`src/rtl/dice_roll_ctrl.sv`:
```
// Electronic dice roller: spins two 1..6 counters while the roll button is held,
// freezes them on release, waits a settle delay, then reports the sum with a pulse.
module dice_roll_ctrl #(
   parameter int SETTLE_MS = 250
) (
   input  logic       Clk100MHz,
   input  logic       reset,
   input  logic       Clk1KHzEn,
   input  logic       RollBtn,
   input  logic       GameReady,
   output logic [2:0] Die1,
   output logic [2:0] Die2,
   output logic [3:0] DiceSum,
   output logic       DiceRolled,
   output logic       Busy
);

   typedef enum logic [1:0] {IDLE, SPIN, SETTLE, DONE} state_t;

   localparam logic [11:0] SETTLE_LAST = 12'(SETTLE_MS - 1);

   state_t      state;
   state_t      state_nxt;
   logic [2:0]  c1;
   logic [2:0]  c2;
   logic [11:0] settle_cnt;
   logic        btn_prev;
   logic        press;
   logic        settle_last;

   function automatic logic [2:0] die_inc(input logic [2:0] d);
      return (d == 3'd6) ? 3'd1 : d + 3'd1;
   endfunction

   function automatic logic [3:0] die_sum(input logic [2:0] a, input logic [2:0] b);
      return {1'b0, a} + {1'b0, b};
   endfunction

   assign press       = RollBtn && !btn_prev;
   assign settle_last = Clk1KHzEn && (settle_cnt == SETTLE_LAST);

   always_ff @(posedge Clk100MHz or posedge reset) begin
      if (reset) state <= IDLE;
      else       state <= state_nxt;
   end

   always_comb begin
      state_nxt = state;
      case (state)
         IDLE:    if (press && GameReady) state_nxt = SPIN;
         SPIN:    if (!RollBtn)           state_nxt = SETTLE;
         SETTLE:  if (settle_last)        state_nxt = DONE;
         DONE:                            state_nxt = IDLE;
         default:                         state_nxt = IDLE;
      endcase
   end

   always_comb begin
      Busy       = (state != IDLE);
      DiceRolled = (state == DONE);
   end

   // DiceSum is loaded on the final settle tick so it is already valid while DiceRolled is high.
   always_ff @(posedge Clk100MHz or posedge reset) begin
      if (reset) begin
         btn_prev   <= 1'b1;
         c1         <= 3'd1;
         c2         <= 3'd1;
         settle_cnt <= '0;
         Die1       <= '0;
         Die2       <= '0;
         DiceSum    <= '0;
      end else begin
         btn_prev <= RollBtn;
         case (state)
            SPIN: begin
               if (!RollBtn) begin
                  Die1       <= c1;
                  Die2       <= c2;
                  settle_cnt <= '0;
               end else begin
                  c1 <= die_inc(c1);
                  if (c1 == 3'd6) c2 <= die_inc(c2);
                  if (Clk1KHzEn) begin
                     Die1 <= c1;
                     Die2 <= c2;
                  end
               end
            end
            SETTLE: begin
               if (Clk1KHzEn) begin
                  settle_cnt <= settle_cnt + 12'd1;
                  if (settle_last) DiceSum <= die_sum(Die1, Die2);
               end
            end
            default: ;
         endcase
      end
   end

endmodule

```
`config.mk`:
```
export PLATFORM = sky130hd
export DESIGN_NAME = dice_roll_ctrl
export DESIGN_NICKNAME = d
export VERILOG_FILES = /design/src/rtl/dice_roll_ctrl.sv
export SDC_FILE = /design/constraint.sdc
export NUM_CORES = 1
export LEC_CHECK = 0
export BUFFER_PORTS_ARGS = -buffer_cell sky130_fd_sc_hd__clkbuf_2
export CAP_MARGIN = 20
export CORE_AREA = 3 3 70 72
export DETAILED_ROUTE_END_ITERATION = 10
export DIE_AREA = 0 0 73 75
export SLEW_MARGIN = 20
export SYNTH_ARGS = -nofsm -noshare
export SYNTH_HDL_FRONTEND = slang
export SYNTH_SLANG_ARGS = --single-unit
```
`constraint.sdc`:
```
create_clock -name Clk100MHz -period 4.16 [get_ports Clk100MHz]
set_input_delay 0.624 -clock Clk100MHz [delete_from_list [all_inputs] [get_ports Clk100MHz]]
set_output_delay 0.624 -clock Clk100MHz [all_outputs]
set_load 0.01 [all_outputs]
```
==> results of run 1 <==
==> power by group through the flow <==
stage,Combinational (W),Sequential [W],Clock [W]
after floorplan,0.000280,0.000428,0
after detailed placement,0.000356,0.000437,0
final,0.000353,0.000431,0.000242
after global routing,0.000402,0.000441,0.000265
after CTS,0.000360,0.000432,0.000248
after global placement,0.000345,0.000430,0
==> flip-flops by register name (all words and copies together), names as in the netlist <==
name,count
btn_prev,1
DiceSum,4
Die1,3
c1,3
state,2
settle_cnt,12
Die2,3
c2,3
==> cells by family (layout without fill, tap and decap cells) <==
kind of cell	Yosys count	count (layout)	synth area share [%]
and+or+nand+nor	45	45	18.7
AOI/OAI and AO/OA	36	36	12.3
DFF	31	31	46.1
buffers and inverters	15	36	4.66
adders and majority gates	11	11	8.59
muxes	11	11	7.62
xor gates and xnor gates	4	4	2.07
==> final cells by class <==
| type | count | area [µm²] | share of cell area, % |
|---|---|---|---|
| multi-input combinational | 107 | 832 | 43.9 |
| sequential | 31 | 779 | 41.1 |
| timing repair buffer | 17 | 87.6 | 4.62 |
| clock buffer | 7 | 86.3 | 4.55 |
| tap | 52 | 65.1 | 3.43 |
| inverter | 11 | 41.3 | 2.18 |
| clock inverter | 1 | 5.00 | 0.264 |
==> how the worst max path moves through the flow <==
| stage | from | to | slack (ps) | cells after the start |
|---|---|---|---|---|
| 5_1_grt | state[0] | settle_cnt[11] | 1980 | 6 |
| 4_1_cts | state[0] | settle_cnt[11] | 2120 | 6 |
| 6_report | state[0] | settle_cnt[11] | 2140 | 6 |
| 3_5_place_dp | state[0] | settle_cnt[11] | 2180 | 6 |
| 3_3_place_gp | Clk1KHzEn | state[1] | 2230 | 5 |
| 2_1_floorplan | Clk1KHzEn | DiceSum[0] | 2390 | 5 |
==> Yosys cell counts, drive strengths merged (3+ instances only) <==
cell type	instances
o21ai	18
a21oi	9
nand3	7
mux2	9
nand4	6
ha	10
dfstp	3
inv	11
dfrtp	28
nand2	9
nor2	3
buf	4
or3	6
==> worst register-to-register path, cell delays in order, from the launching register on <==
cell	delay [ps]
dfrtp_1	410
inv_1	120
ha_1	380
or2_4	230
nand4_4	140
or4_1	490
a21oi_1	170
==> routing by layer <==
metal / up-vias / track usage [%]
met5: - / 0
met4: 0 / 5.33
met3: 6 / 3.74
met2: 21 / 19.6
met1: 585 / 15.8
li1: 587 / -
==> through the flow <==
step | setup slack (ps) | area (µm²) | utilization (%) | total power, W | instances
CTS | 2120 | 1900 | 43.6 | 0.00104 | 226
global route | 1980 | 1900 | 43.6 | 0.00111 | 226
floorplan | 2390 | 1690 | - | 0.000709 | 153
detailed placement | 2180 | 1810 | 41.5 | 0.000793 | 218
finish | 2140 | 1900 | 43.6 | 0.00103 | 226
global placement | 2230 | 1810 | 41.5 | 0.000775 | 218
==> results_dict.tcl, run 1 <==
set metrics [dict create \
    status "finished clean" \
    hold_ws_ps 396 \
    fp.dieH_um 75 \
    synth_top_area_share_pct 41.5 \
    r2r_end "settle_cnt[11]" \
    drive_gt1_share_pct 26.4 \
    route.met2.wl_mm 1.47 \
    cts_buffers 5 \
    powerDensity_nw_per_um2 541 \
    arrival_ps 2220 \
    p_leak_nw 0.887 \
    min_period_ps 2020 \
    grt_setup_unrepaired "no" \
    p_sw_share_pct 35.7 \
    crit_family "simple AND/OR/NAND/NOR gates" \
    rrSetupSlack_ps 2140 \
    fillers 388 \
    synth-seq-area-share_pct 46.1 \
    track_usage_pct 12.4 \
    worstSetupEndpointType "register" \
    routed.top_layer "met4" \
    crit_slowest_cell "or4_1" \
    cts_hold_buf 0 \
    clkPwrFrac_pct 23.6 \
    gp_congestion 0.815 \
    cap_violations 0 \
    cp-start-kind "register" \
    antenna_left 0 \
    cts_buffer_depth 2 \
    routed_wl_mm 3.07 \
    place_hpwl_mm 2.25 \
    cts_tree "yes" \
    combPwrFrac_pct 34.4 \
    path_max_fanout 10 \
    async_reset_ff_share_pct 100 \
    relSlewSlack_pct 63.7 \
    max_stage_delay_ps 490 \
    fin_crit_sh_pct 48.5 \
    synth_edf_count 0 \
    vias 1199 \
    insertion_delay_ps 280 \
    h-tree-depth 2 \
    reg2reg_depth 6 \
    ys_ff_latch 31 \
    pwr-share-seq_pct 42.0 \
    reg2reg_from "state[0]" \
    drt_iter0_markers 29 \
    final.setup.tns_ps 0 \
    grt_pass1_vias 1118 \
    synthCells 153 \
    drt-met1-wl_mm 1.43 \
    overflow 0 \
    hold_viol 0 \
    fmax_mhz 495 \
    cts.repair.resized 0 \
    syn_avg_cell_area_um2 11.0 \
    final_nets 189 \
    die_w_um 73 \
    final_cell_mix "28 x dfrtp_1, 16 x clkbuf_2, 14 x o21ai_0" \
    final_common_cell "dfrtp_1" \
    synth_nets 169 \
    wl_met3_um 124 \
    dieArea_um2 5480 \
    clk_pin_slew_ps 70 \
    first_pass_iters 5 \
    worst_slew_pin_slew_ps 541 \
    cts_root_buf "clkbuf_8" \
    yosys_warnings 0 \
    syn_area_um2 1690 \
    grt_max_degree 32 \
    start_util_pct 38.8 \
    synth_area_leaders "dfrtp_1 41%, ha_1 7.4%, dfstp_2 4.7%" \
    switchingPower_w 0.000367 \
    grt_first_pass_wirelength_mm 5.20 \
    ys_types 44 \
    drc 0 \
    worst-path-buf-inv 1 \
    hold_class "primary input to async pin" \
    core_area_um2 4350 \
    peakVddDrop_v 0.000367 \
    routed_via_density 5.31 \
    path_class "register to register" \
    synthFlopType "dfrtp_1" \
    required_ps 4360 \
    cp_cell_sequence "inv_1 > ha_1 > or2_4 > nand4_4 > or4_1 > a21oi_1" \
    p_int_w 0.000660 \
    setup-violations-final 0 \
    cts_sinks 31 \
    diodes 0 \
    maxSlewViolCount 0 \
    synth_top_area_cell "dfrtp_1" \
    fin_skew_ps 6.69 \
    area_growth_pct 12.2 \
    boundaryPins 17 \
    antenna_found_initial 0 \
    post_cts_buffers 0 \
    port_buffers 16 \
    wl_per_cell_um 13.6 \
    rows 24 \
]
(Power assumes the default switching activity.)
==> run 2, diff against run 1 <==
Clock period 4.16 ns to 2.1 ns, I/O delays scaled along.
==> run 2 against run 1 <==
Against the previous run: clock skew down 1.1 ps; sequential share of layout area decreased by 0.32 points; critical path type unchanged; final area increased by 0.79%; final cell count rose by 0.88%; clock power grew 97%; highest routed layer unchanged; hold slack worse by 310 ps; global-route usage is 0.25 points higher; worst setup slack worse by 1900 ps; clock-buffer cell count unchanged; wire length increased by 2.8%.
==> results_dict.tcl, run 2 (synthesized netlist as in run 1, its figures left out) <==
set metrics [dict create \
    gp_congestion 0.817 \
    setup-violations-final 0 \
    diodes 0 \
    worst_slew_pin_slew_ps 547 \
    antenna_found_initial 0 \
    p_leak_nw 0.897 \
    overflow 0 \
    drc 0 \
    peakVddDrop_v 0.000485 \
    reg.largest.list "settle_cnt (12), DiceSum (4)" \
    p_sw_share_pct 35.8 \
    insertion_delay_ps 280 \
    cp-start-kind "register" \
    h-tree-depth 2 \
    status "finished clean" \
    cts.repair.resized 0 \
    hold_viol 0 \
    pwr-share-seq_pct 41.1 \
    fin_skew_ps 5.57 \
    post_cts_buffers 0 \
    drt_iter0_markers 54 \
    antenna_left 0 \
    grt_first_pass_wirelength_mm 5.31 \
    p_int_w 0.00133 \
    worstSetupEndpointType "register" \
    final_cell_mix "28 x dfrtp_1, 16 x clkbuf_2, 14 x o21ai_0" \
    first_pass_iters 4 \
    final.setup.tns_ps 0 \
    place_hpwl_mm 2.33 \
    die_w_um 73 \
    final_common_cell "dfrtp_1" \
    place_ws_ps 196 \
    fin_crit_sh_pct 90.2 \
    cts_buffers 5 \
    start_util_pct 38.8 \
    hold_class "primary input to async pin" \
    min_period_ps 1890 \
    path_class "register to register" \
    relSlewSlack_pct 63.3 \
    path_max_fanout 9 \
    wl_per_cell_um 13.9 \
    cts_sinks 31 \
    powerDensity_nw_per_um2 1090 \
    grt_setup_unrepaired "no" \
    cts_root_buf "clkbuf_8" \
    switchingPower_w 0.000742 \
    routed_via_density 5.30 \
    cts_tree "yes" \
    fp.dieH_um 75 \
    grt_max_degree 32 \
    hold_ws_ps 90.2 \
    final_nets 191 \
    port_buffers 16 \
    setup_slack_ps 205 \
    crit_slowest_cell "or4_1" \
    cp_cell_sequence "inv_1 > ha_1 > or2_4 > nand4_4 > or4_1 > a21oi_1" \
    maxSlewViolCount 0 \
    core_area_um2 4350 \
    cts_buffer_depth 2 \
    largest-register "settle_cnt" \
    dieArea_um2 5480 \
    rows 24 \
    cap_violations 0 \
    max_stage_delay_ps 500 \
    clkPwrFrac_pct 23.0 \
    largest_reg_flops 12 \
    routed_wl_mm 3.16 \
    grt_pass1_vias 1141 \
    area_growth_pct 13.1 \
    combPwrFrac_pct 35.9 \
    fmax_mhz 528 \
    track_usage_pct 12.7 \
    arrival_ps 2100 \
    boundaryPins 17 \
    drive_gt1_share_pct 27.3 \
    vias 1208 \
    clk_pin_slew_ps 70 \
    required_ps 2310 \
    cts_hold_buf 0 \
]
-- run 2: cell count changes in the layout (fill, tap and decap cells not counted) --
cell	before	now
buf_4	1	3
-- run 2: per-layer routing --
layer / global-route usage (%) / part of all wire (%)
met5: 0 / 0
met4: 6.15 / 0.85
met3: 2.80 / 4.6
met2: 18.7 / 47
met1: 17.6 / 48
-- run 2: final timing paths --
path | slack (ps) | end | cells after the start | startpoint
min | 90 | DiceSum[2] | 3 | reset
max reg2reg | 210 | settle_cnt[11] | 6 | state[1]
max | 210 | settle_cnt[11] | 6 | state[1]
max in group asynchronous | 1680 | c2[0] | 3 | reset
min reg2reg | 520 | DiceSum[2] | 1 | DiceSum[2]
min in group Clk100MHz | 230 | btn_prev | 1 | RollBtn
-- run 2: worst max-delay path, delay by kind of cell (launching register included) --
kind                       cells  cell delay [ps]
and+or+nand+nor                3              860
DFF                            1              410
adders and majority gates      1              310
AOI/OAI and AO/OA              1              150
buffers and inverters          1              110
-- run 2: cell type report --
class / count / area [µm²]
fill: 401 / 2440
timing repair buffer: 19 / 103
tap: 52 / 65.1
sequential: 31 / 779
multi-input combinational: 107 / 832
inverter: 11 / 41.3
clock inverter: 1 / 5.00
clock buffer: 7 / 86.3
-- run 2: power by group through the flow --
stage / registers [W] / logic, W / clock network, W
after CTS: 0.000853 / 0.000753 / 0.000499
after global placement: 0.000853 / 0.000719 / 0
after floorplan: 0.000849 / 0.000555 / 0
final: 0.000853 / 0.000745 / 0.000477
after global routing: 0.000874 / 0.000842 / 0.000514
after detailed placement: 0.000864 / 0.000750 / 0
-- run 2: per-stage QoR --
stage | total power, W | cells | cell area (µm²) | util [%]
final | 0.00207 | 228 | 1910 | 43.9
after CTS | 0.00211 | 228 | 1910 | 43.9
after global routing | 0.00223 | 228 | 1910 | 43.9
after floorplan | 0.00140 | 153 | 1690 | -
after global placement | 0.00157 | 220 | 1820 | 41.8
after detailed placement | 0.00161 | 220 | 1820 | 41.8
